===== src/rtl/demux_1_2_4b_pkg.sv =====
// Shared definitions for the 1:2 result-bus demultiplexer.
package demux_1_2_4b_pkg;

   localparam int DATA_W = 4;

   localparam logic SEL_OUT0 = 1'b0;
   localparam logic SEL_OUT1 = 1'b1;

   typedef enum logic {
      SLOT_EMPTY = 1'b0,
      SLOT_FULL  = 1'b1
   } slot_state_t;

endpackage


===== src/rtl/demux_1_2_4b_if.sv =====
// Source and destination handshake bundle for the 1:2 demultiplexer.
interface demux_1_2_4b_if #(
   parameter int WIDTH = 4,
   parameter int CNT_W = 8
);
   logic             in_valid;
   logic             in_ready;
   logic [WIDTH-1:0] in_data;
   logic             in_sel;
   logic             out0_valid;
   logic             out0_ready;
   logic [WIDTH-1:0] out0_data;
   logic             out1_valid;
   logic             out1_ready;
   logic [WIDTH-1:0] out1_data;
   logic [CNT_W-1:0] out0_cnt;
   logic [CNT_W-1:0] out1_cnt;

   modport master (
      output in_valid, in_data, in_sel, out0_ready, out1_ready,
      input  in_ready, out0_valid, out0_data, out1_valid, out1_data,
             out0_cnt, out1_cnt
   );

   modport slave (
      input  in_valid, in_data, in_sel, out0_ready, out1_ready,
      output in_ready, out0_valid, out0_data, out1_valid, out1_data,
             out0_cnt, out1_cnt
   );
endinterface


===== src/rtl/demux_1_2_4b_out_slot.sv =====
// One-entry output register with valid/ready drain and a wrapping delivered-beat counter.
//
// state      | meaning
// SLOT_EMPTY | no word held; any load is accepted
// SLOT_FULL  | word held; waits for ready, may be refilled on the drain cycle
module demux_1_2_4b_out_slot
   import demux_1_2_4b_pkg::*;
#(
   parameter int WIDTH = DATA_W,
   parameter int CNT_W = 8
) (
   input  logic             clk,
   input  logic             rst_n,
   input  logic             load,
   input  logic [WIDTH-1:0] load_data,
   output logic             valid,
   input  logic             ready,
   output logic [WIDTH-1:0] data,
   output logic [CNT_W-1:0] cnt,
   output logic             can_load
);
   slot_state_t state;
   logic        drain;

   assign valid    = (state == SLOT_FULL);
   assign drain    = valid && ready;
   assign can_load = !valid || ready;

   // data is deliberately left untouched on drain so it holds while empty
   always_ff @(posedge clk) begin
      if (!rst_n) begin
         state <= SLOT_EMPTY;
         data  <= '0;
         cnt   <= '0;
      end else begin
         if (drain) cnt <= cnt + CNT_W'(1);
         unique case (state)
            SLOT_EMPTY: begin
               if (load) begin
                  state <= SLOT_FULL;
                  data  <= load_data;
               end
            end
            SLOT_FULL: begin
               if (load) data <= load_data;
               else if (drain) state <= SLOT_EMPTY;
            end
            default: state <= SLOT_EMPTY;
         endcase
      end
   end
endmodule


===== src/rtl/demux_1_2_4b.sv =====
// 1:2 registered demultiplexer from the result bus to the accumulator and register-file paths.
module demux_1_2_4b
   import demux_1_2_4b_pkg::*;
#(
   parameter int WIDTH = DATA_W,
   parameter int CNT_W = 8
) (
   input logic                 clk,
   input logic                 rst_n,
   demux_1_2_4b_if.slave       bus
);
   logic can0;
   logic can1;
   logic accept;
   logic load0;
   logic load1;

   // in_ready only looks at the selected slot, so a stalled destination never blocks the other
   assign bus.in_ready = (bus.in_sel == SEL_OUT1) ? can1 : can0;
   assign accept       = bus.in_valid && bus.in_ready;
   assign load0        = accept && (bus.in_sel == SEL_OUT0);
   assign load1        = accept && (bus.in_sel == SEL_OUT1);

   demux_1_2_4b_out_slot #(.WIDTH(WIDTH), .CNT_W(CNT_W)) u_slot0 (
      .clk       (clk),
      .rst_n     (rst_n),
      .load      (load0),
      .load_data (bus.in_data),
      .valid     (bus.out0_valid),
      .ready     (bus.out0_ready),
      .data      (bus.out0_data),
      .cnt       (bus.out0_cnt),
      .can_load  (can0)
   );

   demux_1_2_4b_out_slot #(.WIDTH(WIDTH), .CNT_W(CNT_W)) u_slot1 (
      .clk       (clk),
      .rst_n     (rst_n),
      .load      (load1),
      .load_data (bus.in_data),
      .valid     (bus.out1_valid),
      .ready     (bus.out1_ready),
      .data      (bus.out1_data),
      .cnt       (bus.out1_cnt),
      .can_load  (can1)
   );
endmodule

===== src/flat_wrapper.sv =====
// flat-port wrapper written by rule: the top's interface ports become plain ports
module demux_1_2_4b_flat import demux_1_2_4b_pkg::*;
#(
   parameter int WIDTH = DATA_W,
   parameter int CNT_W = 8
)
  (clk, rst_n, bus_in_valid, bus_in_data, bus_in_sel, bus_out0_ready, bus_out1_ready, bus_in_ready, bus_out0_valid, bus_out0_data, bus_out1_valid, bus_out1_data, bus_out0_cnt, bus_out1_cnt);
  demux_1_2_4b_if #(.WIDTH(WIDTH), .CNT_W(CNT_W)) bus_i ();
  input logic clk;
  input logic rst_n;
  input wire logic [$bits(bus_i.in_valid)-1:0] bus_in_valid;
  input wire logic [$bits(bus_i.in_data)-1:0] bus_in_data;
  input wire logic [$bits(bus_i.in_sel)-1:0] bus_in_sel;
  input wire logic [$bits(bus_i.out0_ready)-1:0] bus_out0_ready;
  input wire logic [$bits(bus_i.out1_ready)-1:0] bus_out1_ready;
  output wire logic [$bits(bus_i.in_ready)-1:0] bus_in_ready;
  output wire logic [$bits(bus_i.out0_valid)-1:0] bus_out0_valid;
  output wire logic [$bits(bus_i.out0_data)-1:0] bus_out0_data;
  output wire logic [$bits(bus_i.out1_valid)-1:0] bus_out1_valid;
  output wire logic [$bits(bus_i.out1_data)-1:0] bus_out1_data;
  output wire logic [$bits(bus_i.out0_cnt)-1:0] bus_out0_cnt;
  output wire logic [$bits(bus_i.out1_cnt)-1:0] bus_out1_cnt;
  assign bus_i.in_valid = bus_in_valid;
  assign bus_i.in_data = bus_in_data;
  assign bus_i.in_sel = bus_in_sel;
  assign bus_i.out0_ready = bus_out0_ready;
  assign bus_i.out1_ready = bus_out1_ready;
  assign bus_in_ready = bus_i.in_ready;
  assign bus_out0_valid = bus_i.out0_valid;
  assign bus_out0_data = bus_i.out0_data;
  assign bus_out1_valid = bus_i.out1_valid;
  assign bus_out1_data = bus_i.out1_data;
  assign bus_out0_cnt = bus_i.out0_cnt;
  assign bus_out1_cnt = bus_i.out1_cnt;
  demux_1_2_4b #(.WIDTH(WIDTH), .CNT_W(CNT_W)) u_core (.clk(clk), .rst_n(rst_n), .bus(bus_i));
endmodule

===== config.mk =====
export PLATFORM = sky130hd
export DESIGN_NAME = demux_1_2_4b_flat
export DESIGN_NICKNAME = d
export VERILOG_FILES = /design/src/rtl/demux_1_2_4b_pkg.sv /design/src/rtl/demux_1_2_4b_if.sv /design/src/rtl/demux_1_2_4b_out_slot.sv /design/src/rtl/demux_1_2_4b.sv /design/src/flat_wrapper.sv
export SDC_FILE = /design/constraint.sdc
export NUM_CORES = 1
export LEC_CHECK = 0
export ABC_CLOCK_PERIOD_IN_PS = 1400
export CORE_MARGIN = 4
export CORE_UTILIZATION = 44
export CTS_CLUSTER_SIZE = 28
export DETAILED_ROUTE_END_ITERATION = 10
export PLACE_DENSITY = 0.9
export SYNTH_ARGS = -nofsm -noshare
export SYNTH_HDL_FRONTEND = slang
export SYNTH_HIERARCHICAL = 1
export SYNTH_SLANG_ARGS = --single-unit

===== constraint.sdc =====
create_clock -name clk -period 1.4 [get_ports clk]
set_input_delay 0.28 -clock clk [delete_from_list [all_inputs] [get_ports clk]]
set_output_delay 0.28 -clock clk [all_outputs]
set_load 0.005 [all_outputs]

==> out/results.tsv, run 1 <==
metric	value	unit
global-route wire length before repair	4678	µm
Crit path required time	1.12	ns
Initial DRT Pass Iterations	4	
DRC Markers	0	
Min Clock Period, post-route	1.585	ns
synthesized instance count	119	
Clk pwr share	29.7	%
gpl congestion	0.6747	
Achievable Freq	631.0	MHz
Worst Tran Pin Value	0.5048	ns
cell internal pwr	990.2	µW
hold path depth	3	
PnR worst setup slack	-0.1848	ns
WL/cell	14.49	µm
CP max stage delay	0.36	ns
combinational share of power	11.0	%
vias after detailed routing	1131	
Synth Warn #	6	
Pwr Total	1287	µW
critical path capture point type	output port	
share of layout cells above drive strength 1	41.30	%
Seq/Total Area, Yosys	48.04	%
final core occ	78.01	%
slowest stage cell, crit path	dfxtp_2	
final-report setup violation count	1	
GRT overflow	0	
initial DRC count	31	
initial antenna violation count	0	
vias per cell	5.335	
Total Nets Final	197	
Mean Syn Cell Area	9.105	µm²
core area	0.002276	mm²
Area contributors post-synth	dfxtp_1 (48%), mux2i_1 (7.4%), a21oi_1 (6.5%)	
Buf+Inv Stages, Crit Path	1	
worst vdd ir	0.0006909	V
critical path's top delay family	flip-flops	
Synth cell types	22	
Synth top area share	48.04	%
clk buf depth	2	
Die X	57.63	µm
WL final	3071	µm
Sequential Power Share	59.3	%
Syn Nets	131	
max cap viols	0	
reg2reg start	u_core/u_slot1/cnt[0]	
cts bufs inserted	3	
Clock Pin Slew Worst Setup and Hold Paths	0.14	ns
Max Transition Viols Final	0	
min-delay src	bus_out0_ready	
worst r2r dst	u_core/u_slot1/cnt[4]	
post-synthesis register bit count	26	
CTS tree	built	
clk_skew	0.002353	ns
worst min-delay path class	input port to flop	
reg2reg setup slack	0.02	ns
Hold EP	u_core/u_slot0/cnt[1]	
sw power	297.2	µW
cell area after synthesis	0.001084	mm²
pwr/cell area	725.1	mW/mm²
final worst-path cycle share	113.2	%
die area	0.003321	mm²
io pins	37	
ANT nets after route	0	
largest net degree at the start of global routing	15	
Antenna Cells	0	
hold slack	0.4301	ns
status	finished with violations	
FP Rows	17	
CP Max Fanout	2	
clk sinks	26	
Synth area leader	dfxtp_1	
failing checks	negative setup slack	
H-tree Lvls	1	
gr usage total	17.67	%
Root Driver	clkbuf_4	
die height	57.63	µm
DPL Wire Length	1906	µm
Pleak	0.0008264	µW
sw frac	23.09	%
starting density of the core	47.61	%
clk_lat worst skew	0.32	ns
Worst slew margin	66.31	%
worst-case reg-to-reg path depth	5	
Layout area overhead	63.86	%
RSZ-0062 raised after global routing	true	
Worst Path Arrival	1.30	ns
CP Launch Type	flop	
critical path cell sequence	or2b_1, mux2_4, buf_6	
critical path class	flop to output port	
port bufs	36	
Hold Vio Cnt, Final	0	
vias in the first global route	1084	
setup_tns	-0.1848	ns
-- cell type report --
cell class | count | area (µm²)
Clock buffer | 4 | 36.28
Fill cell | 153 | 500.5
Timing Repair Buffer | 65 | 544.3
Inverter | 8 | 30.03
Multi-Input combinational cell | 81 | 569.3
Sequential cell | 26 | 560.5
Tap cell | 28 | 35.03
-- cells by family (layout without fill, tap and decap cells) --
kind of cell	count (synthesis)	in the layout	share of synthesized area, %
XOR/XNOR	4	4	3.234
multiplexers	9	9	8.776
flip-flops	26	26	48.04
AND/OR/NAND/NOR	42	42	21.94
buffers and inverters	12	77	4.157
adder cells (fa/ha/maj)	2	2	2.309
AO/OA/AOI/OAI	24	24	11.55
-- power groups by stage --
stage / clock, µW / sequential (µW) / combinational, µW
after floorplan: 0 / 788 / 51.4
after global placement: 0 / 784 / 140
after detailed placement: 0 / 785 / 144
after CTS: 387 / 763 / 138
after global routing: 416 / 766 / 154
final: 383 / 763 / 141
-- synth_stat cells --
cell       n
a21oi_1   14
mux2_4     1
or3_2      4
or4_1      2
o21ai_0    8
nand2_1    6
nand3_1    6
o31ai_1    2
xnor2_1    2
nand4_1    2
nand4_2    2
inv_1      8
xor2_1     2
clkbuf_1   4
mux2i_1    8
ha_1       2
dfxtp_1   26
and3_2     1
and3b_2    1
or2b_1     2
nor2_1    12
or3_1      4
-- worst max-delay path by stage --
stage	from	to	slack, ns	cells past startpoint
after floorplan	u_core/u_slot0/valid	u_core/u_slot0/data[0]	0.07	5
after CTS	u_core/u_slot0/valid	bus_in_ready	-0.19	3
after global placement	bus_out0_ready	bus_in_ready	-0.59	4
after global routing	u_core/u_slot1/valid	bus_in_ready	-0.24	3
after detailed placement	bus_out0_ready	bus_in_ready	-0.60	4
final	u_core/u_slot1/valid	bus_in_ready	-0.18	3
-- flip-flops by register name, indices dropped and copies added (netlist names) --
name                  cells
u_core/u_slot0/valid      1
u_core/u_slot0/data       4
u_core/u_slot1/cnt        8
u_core/u_slot0/cnt        8
u_core/u_slot1/valid      1
u_core/u_slot1/data       4
-- through the flow --
| step | cells | setup slack [ns] | cell area, µm² |
|---|---|---|---|
| after floorplan | 119 | 0.07168 | 1084 |
| after global placement | 188 | -0.5948 | 1531 |
| after detailed placement | 188 | -0.6001 | 1531 |
| after CTS | 208 | -0.1857 | 1694 |
| after global routing | 212 | -0.2352 | 1775 |
| final | 212 | -0.1848 | 1775 |
-- routing by layer --
layer  share of wire [%]  track usage, %  vias up
li1                    -               -      545
met1                  45           22.53      538
met2                  47           29.03       38
met3                 5.6           4.677       10
met4                 2.3           5.629        0
met5                   0               0        -
-- placed cells by master (no fill, tap or decap), types with 3 or more instances in the layout --
cell / count
buf_4: 29
dlygate4sd2_1: 28
dfxtp_2: 23
nor2_1: 12
a21oi_1: 10
o21ai_0: 8
inv_1: 8
mux2i_1: 8
clkdlybuf4s50_1: 7
nand2_1: 6
or3_4: 4
nand3_1: 4
or3_1: 4
clkbuf_4: 3
a21oi_2: 3
dfxtp_4: 3
-- worst min-delay path, delay by kind of cell --
kind | cells | cell delay, ns
compound gates | 1 | 0.06
buf+inv | 1 | 0.29
simple gates | 1 | 0.10
-- what timing repair did --
| action | in CTS | in global routing |
|---|---|---|
| setup buffers | 16 | 4 |
| hold buffers | 0 | 0 |
| setup endpoints to repair | 32 | 8 |
| pin swaps | 0 | 5 |
| cloned | 0 | 0 |
| gates resized for setup | 62 | 12 |
| hold endpoints to repair | 0 | 0 |
Power figures use the tool's default switching activity.
==> inputs of run 2 (changes only) <==
- ABC_CLOCK_PERIOD_IN_PS: 1400 -> 1350
- CORE_UTILIZATION: 44 -> 40
- PLACE_DENSITY: 0.9 -> 0.86
- SYNTH_HIERARCHICAL: 1 -> default
- clock period: 1.4 -> 1.35 ns (I/O delays scaled with it)
==> out/results.tsv, run 2 <==
metric	value	unit	change
synthesized instance count	129		+8.4%
vias in the first global route	1310		+21%
slowest stage cell, crit path	or4_4		
final worst-path cycle share	101.0	%	
Achievable Freq	733.6	MHz	
CTS tree	built		
RSZ-0062 raised after global routing	true		
Synth area leader	dfxtp_1		
Seq/Total Area, Yosys	47.17	%	-0.87 points
Synth Warn #	0		-6
final-report setup violation count	2		+1
PnR worst setup slack	-0.01308	ns	+0.1717 ns
Primary FF master, synth	dfxtp_1		
CP max stage delay	0.55	ns	+0.19 ns
critical path cell sequence	buf_4, clkinvlp_4, or4_4, a21oi_1		
DRC Markers	0		unchanged
Pleak	0.0008117	µW	-1.8%
Min Clock Period, post-route	1.363	ns	
core area	0.002545	mm²	+12%
largest registers	u_core.u_slot0.cnt (8), u_core.u_slot1.cnt (8)		
Worst Tran Pin Value	0.2592	ns	-0.2456 ns
most common cell after layout, fill and taps aside	buf_4		
Initial DRT Pass Iterations	4		unchanged
Root Driver	clkbuf_4		
max cap viols	0		unchanged
vias after detailed routing	1290		+14%
die height	60.53	µm	+5.0%
gpl congestion	0.7870		+17%
clk_lat worst skew	0.33	ns	about the same
layout filler cell count	191		+25%
Die X	60.53	µm	+5.0%
Mean Syn Cell Area	8.555	µm²	-6.0%
gr usage total	20.62	%	+3.0 points
FP Rows	18		+1
H-tree Lvls	1		unchanged
cell area after synthesis	0.001104	mm²	+1.8%
Max Transition Viols Final	0		unchanged
CP Max Fanout	7		+5
ANT nets after route	0		unchanged
failing checks	negative setup slack		
vias per cell	5.513		+3.3%
post-synthesis register bit count	26		unchanged
clk sinks	26		unchanged
Worst Path Arrival	1.61	ns	+0.31 ns
starting density of the core	43.36	%	-4.2 points
final core occ	75.61	%	-2.4 points
Area contributors post-synth	dfxtp_1 (47%), a21oi_1 (10%), o21ai_0 (6.3%)		
asr flop ratio synth	0	%	unchanged
worst vdd ir	0.0008891	V	+29%
Clock Pin Slew Worst Setup and Hold Paths	0.14	ns	about the same
Crit path required time	1.60	ns	+0.48 ns
share of layout cells above drive strength 1	44.12	%	+2.8 points
Placement Cell Area	0.001593	mm²	+4.0%
Reg area	565.5	µm²	+0.89%
critical path class	flop to flop		
clk_skew	0.001348	ns	-0.001005 ns
CP Launch Type	flop		
Synth top cells by count	dfxtp_1 (26), a21oi_1 (23), o21ai_0 (14), nand3_1 (10), nand4_1 (8)		
io pins	37		unchanged
post-route design area	0.001924	mm²	+8.4%
pwr/cell area	673.5	mW/mm²	-7.1%
Syn Nets	141		+7.6%
initial antenna violation count	0		unchanged
count leader, synth	dfxtp_1		
die area	0.003663	mm²	+10%
cts bufs inserted	3		unchanged
WL/cell	15.88	µm	+9.6%
Layout area overhead	74.38	%	
worst min-delay path class	flop to flop		
Synth top area share	47.17	%	-0.87 points
initial DRC count	81		+160%
WL final	3716	µm	+21%
Worst Setup SP	u_core.u_slot1.cnt[2]		
min-delay src	u_core.u_slot0.data[3]		
status	finished with violations		
DPL Wire Length	2287	µm	+20%
GRT overflow	0		unchanged
Post-synth EDFFs	0		unchanged
most frequent cells in the layout	buf_4 (36), dlygate4sd2_1 (24), dfxtp_2 (21)		
Worst slew margin	82.57	%	+16 points
critical path capture point type	flop		
CTS Hold Buffers Added	0		unchanged
Antenna Cells	0		unchanged
global-route wire length before repair	5775	µm	+23%
Hold Vio Cnt, Final	0		unchanged
port bufs	36		unchanged
area of the multi-input gates	635.6	µm²	+12%
largest net degree at the start of global routing	27		+12
hold slack	0.4847	ns	+0.05464 ns
clk buf depth	2		unchanged
Synth cell types	21		-4.5%
Total Nets Final	218		+11%
reg2reg start	u_core.u_slot1.cnt[2]		
run 2: cell types whose count changed after synthesis, sizes merged, moves of 6 or more:
| cell | previous run | this run |
|---|---|---|
| nand4 | 4 | 10 |
| a21oi | 14 | 23 |
| mux2i | 8 | 0 |
| nor2 | 12 | 5 |
| o21ai | 8 | 14 |
run 2: layer usage:
metal	global-route usage, %	part of all wire [%]	vias to the layer above
met5	0	0	-
met4	4.334	1.9	0
met3	5.106	5.6	8
met2	39.66	53	47
met1	22.79	39	604
li1	-	-	631
run 2: path summary, 6_finish.rpt:
kind | end | slack (ns) | cells after the start
worst max-delay path | u_core.u_slot1.cnt[7] | -0.01 | 4
worst min-delay path | u_core.u_slot0.data[3] | 0.48 | 2
worst max register to register | u_core.u_slot1.cnt[7] | -0.01 | 4
worst min register to register | u_core.u_slot0.data[3] | 0.48 | 2
run 2: repair_timing:
action                                  in CTS  in global routing
gates resized for setup                     74                 21
pin swaps                                    7                 10
buffers inserted                            23                 11
endpoints found under the setup margin      33                 12
run 2: per-stage QoR:
stage | setup TNS (ns) | worst slack, ns | total power [µW] | instances
6_report | -0.01582 | -0.01308 | 1296 | 234
5_1_grt | -0.2968 | -0.06784 | 1362 | 234
2_1_floorplan | 0 | 0.09044 | 865.5 | 129
3_5_place_dp | -4.626 | -0.5564 | 971.4 | 204
3_3_place_gp | -3.791 | -0.5405 | 965.6 | 204
4_1_cts | -0.002147 | -0.002147 | 1289 | 229
run 2: layout make-up:
cell class	instances	share of cell area, %
clock buffer	3	1.170
tap	30	1.951
timing repair buffer	75	33.09
inverter	5	1.365
multi-input combinational	95	33.03
sequential	26	29.39
run 2: worst max-delay path, delay by kind of cell, from the launching register on:
kind | cells | cell delay (ns)
simple gates | 1 | 0.55
compound gates | 1 | 0.14
flops | 1 | 0.36
buf+inv | 2 | 0.25
run 2: logic make-up (layout without fill, tap and decap cells):
family	count (synthesis)	count (layout)	share of synthesized area, %
flops	26	26	47.17
simple gates	48	48	25.17
buf+inv	8	83	2.720
fa+ha+maj	2	2	2.267
xor+xnor	4	4	3.175
compound gates	41	41	19.50
run 2: where the power goes:
part           leakage (µW)  switching (µW)  total, µW  internal (µW)
registers          0.000225            13.7        793            779
logic              0.000573            81.9        172           90.5
clock network     0.0000138             226        331            105
